## config.mk

```make
export PLATFORM = sky130hd
export DESIGN_NAME = bit_stream_serializer
export DESIGN_NICKNAME = d
export VERILOG_FILES = /design/src/rtl/bit_stream_serializer.sv
export SDC_FILE = /design/constraint.sdc
export NUM_CORES = 1
export LEC_CHECK = 0
export BUFFER_PORTS_ARGS = -buffer_cell sky130_fd_sc_hd__buf_2
export CAP_MARGIN = 25
export CORE_MARGIN = 4
export CORE_UTILIZATION = 46
export CTS_CLUSTER_DIAMETER = 80
export DETAILED_ROUTE_END_ITERATION = 12
export PLACE_DENSITY = 0.7
export SLEW_MARGIN = 20
export SYNTH_ARGS = -nofsm -noshare
export SYNTH_HDL_FRONTEND = slang
export SYNTH_SLANG_ARGS = --single-unit
```

## constraint.sdc

```tcl
create_clock -name clk -period 4 [get_ports clk]
set_input_delay 1.2 -clock clk [delete_from_list [all_inputs] [get_ports clk]]
set_output_delay 1.2 -clock clk [all_outputs]
set_load 0.05 [all_outputs]
```

## src/rtl/bit_stream_serializer.sv

```systemverilog
`default_nettype none
// ============================================================================
// Module   : bit_stream_serializer
// Purpose  : Parallel-to-serial front end for serial sequence detectors.
//            Accepts WORD_W-bit words on a valid/ready handshake and shifts
//            them out one bit per clock. An optional forced idle gap can
//            follow each word. The idle level of the line is programmable.
// Revision : 1.0 - initial release
// ----------------------------------------------------------------------------
// Ports
//   clk            in   1       rising-edge clock
//   rst_n          in   1       asynchronous active-low reset
//   i_word_in      in   WORD_W  parallel word, captured on the accept edge
//   i_word_valid   in   1       i_word_in holds a word to send
//   o_word_ready   out  1       a word can be accepted this cycle (comb)
//   o_bit_out      out  1       serial bit stream (registered)
//   o_bit_valid    out  1       o_bit_out carries a data bit (registered)
//   o_last_bit     out  1       current bit is the last of its word (reg)
//   o_busy         out  1       FSM is not in IDLE
//   o_words_sent   out  16      completed-word count, wraps at 0xFFFF
// ============================================================================
module bit_stream_serializer #(
  parameter int WORD_W     = 8,
  parameter bit MSB_FIRST  = 1'b1,
  parameter int GAP_CYCLES = 0,
  parameter bit IDLE_LEVEL = 1'b0
) (
  input  logic              clk,
  input  logic              rst_n,
  input  logic [WORD_W-1:0] i_word_in,
  input  logic              i_word_valid,
  output logic              o_word_ready,
  output logic              o_bit_out,
  output logic              o_bit_valid,
  output logic              o_last_bit,
  output logic              o_busy,
  output logic [15:0]       o_words_sent
);

  localparam int              CNT_W    = (WORD_W > 1) ? $clog2(WORD_W) : 1;
  localparam logic [CNT_W-1:0] LAST_IDX = CNT_W'(WORD_W - 1);
  // The gap counter counts down to zero, so it is loaded with GAP_CYCLES-1.
  localparam logic [7:0]      GAP_LOAD = (GAP_CYCLES > 0) ? 8'(GAP_CYCLES - 1) : 8'd0;

  localparam logic [1:0] S_IDLE  = 2'd0;
  localparam logic [1:0] S_SHIFT = 2'd1;
  localparam logic [1:0] S_GAP   = 2'd2;

  logic [1:0]        r_state;
  logic [1:0]        w_state_nxt;
  logic [WORD_W-1:0] r_shift;
  logic [CNT_W-1:0]  r_bit_cnt;
  logic [7:0]        r_gap_cnt;
  logic              r_bit;
  logic              r_bit_valid;
  logic              r_last;
  logic [15:0]       r_words_sent;

  logic              w_accept;
  logic              w_word_end;
  logic              w_first_bit;
  logic              w_next_bit;
  logic [WORD_W-1:0] w_load_shift;
  logic [WORD_W-1:0] w_shift_nxt;

  // The shift register holds the bits not yet presented, with the next one
  // at the head (MSB for MSB-first, LSB for LSB-first).
  assign w_first_bit  = MSB_FIRST ? i_word_in[WORD_W-1] : i_word_in[0];
  assign w_next_bit   = MSB_FIRST ? r_shift[WORD_W-1]   : r_shift[0];
  assign w_load_shift = MSB_FIRST ? (i_word_in << 1)    : (i_word_in >> 1);
  assign w_shift_nxt  = MSB_FIRST ? (r_shift << 1)      : (r_shift >> 1);

  // State register
  always_ff @(posedge clk or negedge rst_n) begin
    if (!rst_n) begin
      r_state <= S_IDLE;
    end else begin
      r_state <= w_state_nxt;
    end
  end

  // Next-state logic
  always_comb begin
    w_state_nxt = r_state;
    case (r_state)
      S_IDLE: begin
        if (w_accept) begin
          w_state_nxt = S_SHIFT;
        end
      end
      S_SHIFT: begin
        if (r_last) begin
          if (GAP_CYCLES > 0) begin
            w_state_nxt = S_GAP;
          end else if (w_accept) begin
            w_state_nxt = S_SHIFT;
          end else begin
            w_state_nxt = S_IDLE;
          end
        end
      end
      S_GAP: begin
        if (r_gap_cnt == 8'd0) begin
          w_state_nxt = S_IDLE;
        end
      end
      default: w_state_nxt = S_IDLE;
    endcase
  end

  // Output / handshake logic
  always_comb begin
    o_word_ready = 1'b0;
    o_busy       = (r_state != S_IDLE);
    w_word_end   = (r_state == S_SHIFT) && r_last;
    // Back-to-back streaming: a new word may be taken on the edge that ends
    // the last bit, but only when no idle gap has to be inserted.
    if (r_state == S_IDLE) begin
      o_word_ready = 1'b1;
    end else if ((r_state == S_SHIFT) && r_last && (GAP_CYCLES == 0)) begin
      o_word_ready = 1'b1;
    end
    w_accept = i_word_valid && o_word_ready;
  end

  // Datapath: shift register, bit counter, gap counter, registered outputs
  always_ff @(posedge clk or negedge rst_n) begin
    if (!rst_n) begin
      r_shift      <= '0;
      r_bit_cnt    <= '0;
      r_gap_cnt    <= '0;
      r_bit        <= IDLE_LEVEL;
      r_bit_valid  <= 1'b0;
      r_last       <= 1'b0;
      r_words_sent <= '0;
    end else begin
      if (w_accept) begin
        r_shift     <= w_load_shift;
        r_bit       <= w_first_bit;
        r_bit_valid <= 1'b1;
        r_bit_cnt   <= '0;
        r_last      <= 1'b0;
      end else if ((r_state == S_SHIFT) && !r_last) begin
        r_shift     <= w_shift_nxt;
        r_bit       <= w_next_bit;
        r_bit_cnt   <= r_bit_cnt + CNT_W'(1);
        r_last      <= ((r_bit_cnt + CNT_W'(1)) == LAST_IDX);
      end else if (w_word_end) begin
        // Word finished with nothing to follow: return the line to idle.
        r_bit       <= IDLE_LEVEL;
        r_bit_valid <= 1'b0;
        r_bit_cnt   <= '0;
        r_last      <= 1'b0;
      end

      if (w_word_end) begin
        r_words_sent <= r_words_sent + 16'd1;
      end

      if (w_word_end && (GAP_CYCLES > 0)) begin
        r_gap_cnt <= GAP_LOAD;
      end else if ((r_state == S_GAP) && (r_gap_cnt != 8'd0)) begin
        r_gap_cnt <= r_gap_cnt - 8'd1;
      end
    end
  end

  assign o_bit_out    = r_bit;
  assign o_bit_valid  = r_bit_valid;
  assign o_last_bit   = r_last;
  assign o_words_sent = r_words_sent;

endmodule
`default_nettype wire

```

==> impl_metrics.env <==
export IMPL_status="finished clean"
export IMPL_grtUsageTotal_pct=14.5
export IMPL_synth_area_leader_cell="dfrtp_1"
export IMPL_final_nets=164
export IMPL_root_buffer="clkbuf_4"
export IMPL_antenna_found_initial=0
export IMPL_grt_max_degree=31
export IMPL_fmax_mhz=345
export IMPL_ys_seq_elements=30
export IMPL_max_slew_margin_pct=56.7
export IMPL_cts_path_max_buffers=2
export IMPL_post_route_util_pct=57.2
export IMPL_drt_first_pass_iters=3
export IMPL_cts_resized=0
export IMPL_period_minus_slack_ns=2.90
export IMPL_max_vdd_ir_drop_mv=0.593
export IMPL_fin_crit_sh_pct=72.5
export IMPL_post_cts_buffers=0
export IMPL_worst_slew_pin_transition_ns=0.650
export IMPL_initial_utilization_pct=47.8
export IMPL_final_antenna_net_count=0
export IMPL_synth_area_leaders="dfrtp_1, xnor2_1, mux2i_1"
export IMPL_cts_hold_buf=0
export IMPL_syn_avg_cell_area_um2=11.5
export IMPL_die_w_um=61.5
export IMPL_drv_cap=0
export IMPL_die_y_um=61.5
export IMPL_slowest_stage="and2b_1"
export IMPL_rsz0062_at_grt="no"
export IMPL_area_growth_pct=19.5
export IMPL_vias_per_cell=5.11
export IMPL_wl_per_cell_um=13.0
export IMPL_setup_worst_path_start_class="flip-flop"
export IMPL_core_area_um2=2760
export IMPL_slowest_delay_ns=0.49
export IMPL_dp_hpwl_um=1730
export IMPL_first_global_vias=917
export IMPL_setup_tns_ns=0
export IMPL_drc=0
export IMPL_synth_top_area_share_pct=56.9
export IMPL_die_area_um2=3790
export IMPL_gp_congestion=0.738
export IMPL_cellPowerDensity_nw_per_um2=710
export IMPL_overflow=0
export IMPL_setup_viol=0
export IMPL_synthesis_area_um2=1320
export IMPL_clkTransAtPathRegs_ns=0.09
export IMPL_num_vias=930
export IMPL_cts_tree="done"
export IMPL_crit_fanout=15
export IMPL_slew_violations=0
export IMPL_hold_class="flip-flop to flip-flop"
export IMPL_yosysSeqAreaShare_pct=56.9
export IMPL_h_tree_depth=2
export IMPL_cp_arrival_ns=1.70
export IMPL_syn_num_nets=129
export IMPL_routed_wl_um=2370
export IMPL_drt_first_iter_violations=53
export IMPL_worstPathRequired_ns=2.80
export IMPL_clock_sinks=30
export IMPL_total_leakage_power_nw=0.823
export IMPL_numCtsBuffers=5
export IMPL_num_antenna_cells=0
export IMPL_syn_instance_count=115
export IMPL_endpoint_kind="primary output"
export IMPL_path_cells="and2b_1, inv_1, buf_2"
export IMPL_drive_gt1_share_pct=27.8
export IMPL_ys_warn_count=0
export IMPL_pin_count=32
export IMPL_synth_cell_type_count=23
export IMPL_grt_pass1_wl_um=3940
export IMPL_hold_violations=0
export IMPL_crit_type="flip-flop to primary output"
export IMPL_clock_skew_final_ns=0.00814
export IMPL_num_rows=19
export IMPL_clock_latency_ns=0.33
export IMPL_numPortBuffers=31
## power by group
group / switching (mW) / internal (mW)
Clock: 0.100 / 0.120
Sequential: 0.0747 / 0.384
Combinational: 0.310 / 0.129
## routing by layer
layer / global-route usage, % / part of all wire, % / vias up
met1: 16.8 / 42 / 443
met5: 0 / 0 / -
li1: - / - / 457
met3: 6.29 / 7.3 / 5
met2: 23.6 / 49 / 25
met4: 5.45 / 1.4 / 0
## placed cells by master (no fill, tap or decap), drive strengths merged, types with 2 or more instances in the layout
cell    Yosys  final
xnor2      12     12
nand3       8      8
clkbuf      0      8
nor2        7      7
inv         3      3
dfrtp      30     30
nand2      13     13
and3        2      2
buf         3     31
nand4       2      2
mux2i       9      9
o21ai       9      9
xor2        4      4
nor3        2      2
ha          3      3
## cells by family (layout without fill, tap and decap cells)
| logic type | Yosys count | in the layout | share of synthesized area [%] |
|---|---|---|---|
| fa+ha+maj | 3 | 3 | 2.85 |
| mux | 10 | 10 | 7.69 |
| simple gates | 37 | 37 | 14.2 |
| buf+inv | 6 | 42 | 1.99 |
| xor+xnor | 16 | 16 | 10.6 |
| compound gates | 13 | 13 | 5.69 |
| flops | 30 | 30 | 56.9 |
## stage by stage
stage / worst slack, ns / cell area [µm²] / power [mW] / hold slack, ns / cells
global route: 0.953 / 1580 / 1.20 / 0.487 / 182
detailed placement: 1.44 / 1500 / 0.908 / 0.459 / 174
global placement: 1.49 / 1500 / 0.893 / 0.456 / 174
finish: 1.10 / 1580 / 1.12 / 0.467 / 182
CTS: 1.06 / 1580 / 1.14 / 0.474 / 182
floorplan: 1.35 / 1320 / 0.802 / 0.449 / 115
## cells in the mapped netlist
library cell and count:
inv_1 3, nor2_1 7, nand2b_1 1, and3_1 2, mux2_2 1, o21ai_0 9, a21oi_1 1, nor3_1 2
nand2_2 1, nand2_1 12, a22o_1 1, nand4_1 2, xnor2_1 12, and2b_1 1, nor4_4 1, a21o_1 1
nand3_1 8, dfrtp_1 30, buf_2 3, mux2i_1 9, ha_1 3, xor2_1 4, a32oi_1 1
## worst max-delay path, delay by kind of cell (launching register included)
kind,cells,cell delay [ns]
buffers and inverters,2,0.41
flip-flops,1,0.47
AND/OR/NAND/NOR,1,0.49
## state kept, by name, summed over array words and instances (netlist names)
name and cells:
o_bit_out 1, o_bit_valid 1, o_last_bit 1, o_words_sent 16, r_bit_cnt 3, r_shift 7, r_state 1
## path summary, 6_finish.rpt
check / startpoint / end / slack [ns] / cells after the start
setup reg to reg: o_last_bit / o_last_bit / 2.51 / 4
hold / removal: o_words_sent[15] / o_words_sent[15] / 0.47 / 1
max in group asynchronous: rst_n / o_bit_out / 2.69 / 1
hold reg to reg: o_words_sent[15] / o_words_sent[15] / 0.47 / 1
min in group asynchronous: rst_n / o_words_sent[11] / 0.89 / 1
setup / recovery: o_last_bit / o_word_ready / 1.10 / 3
## layout make-up
cell class / count / area, µm²
fillers: 240 / 1180
inverters: 3 / 11.3
flip-flops and latches: 30 / 751
repair buffers: 31 / 155
multi-input cells: 79 / 542
clock buffers: 8 / 78.8
well taps: 31 / 38.8
Power figures use the tool's default switching activity.
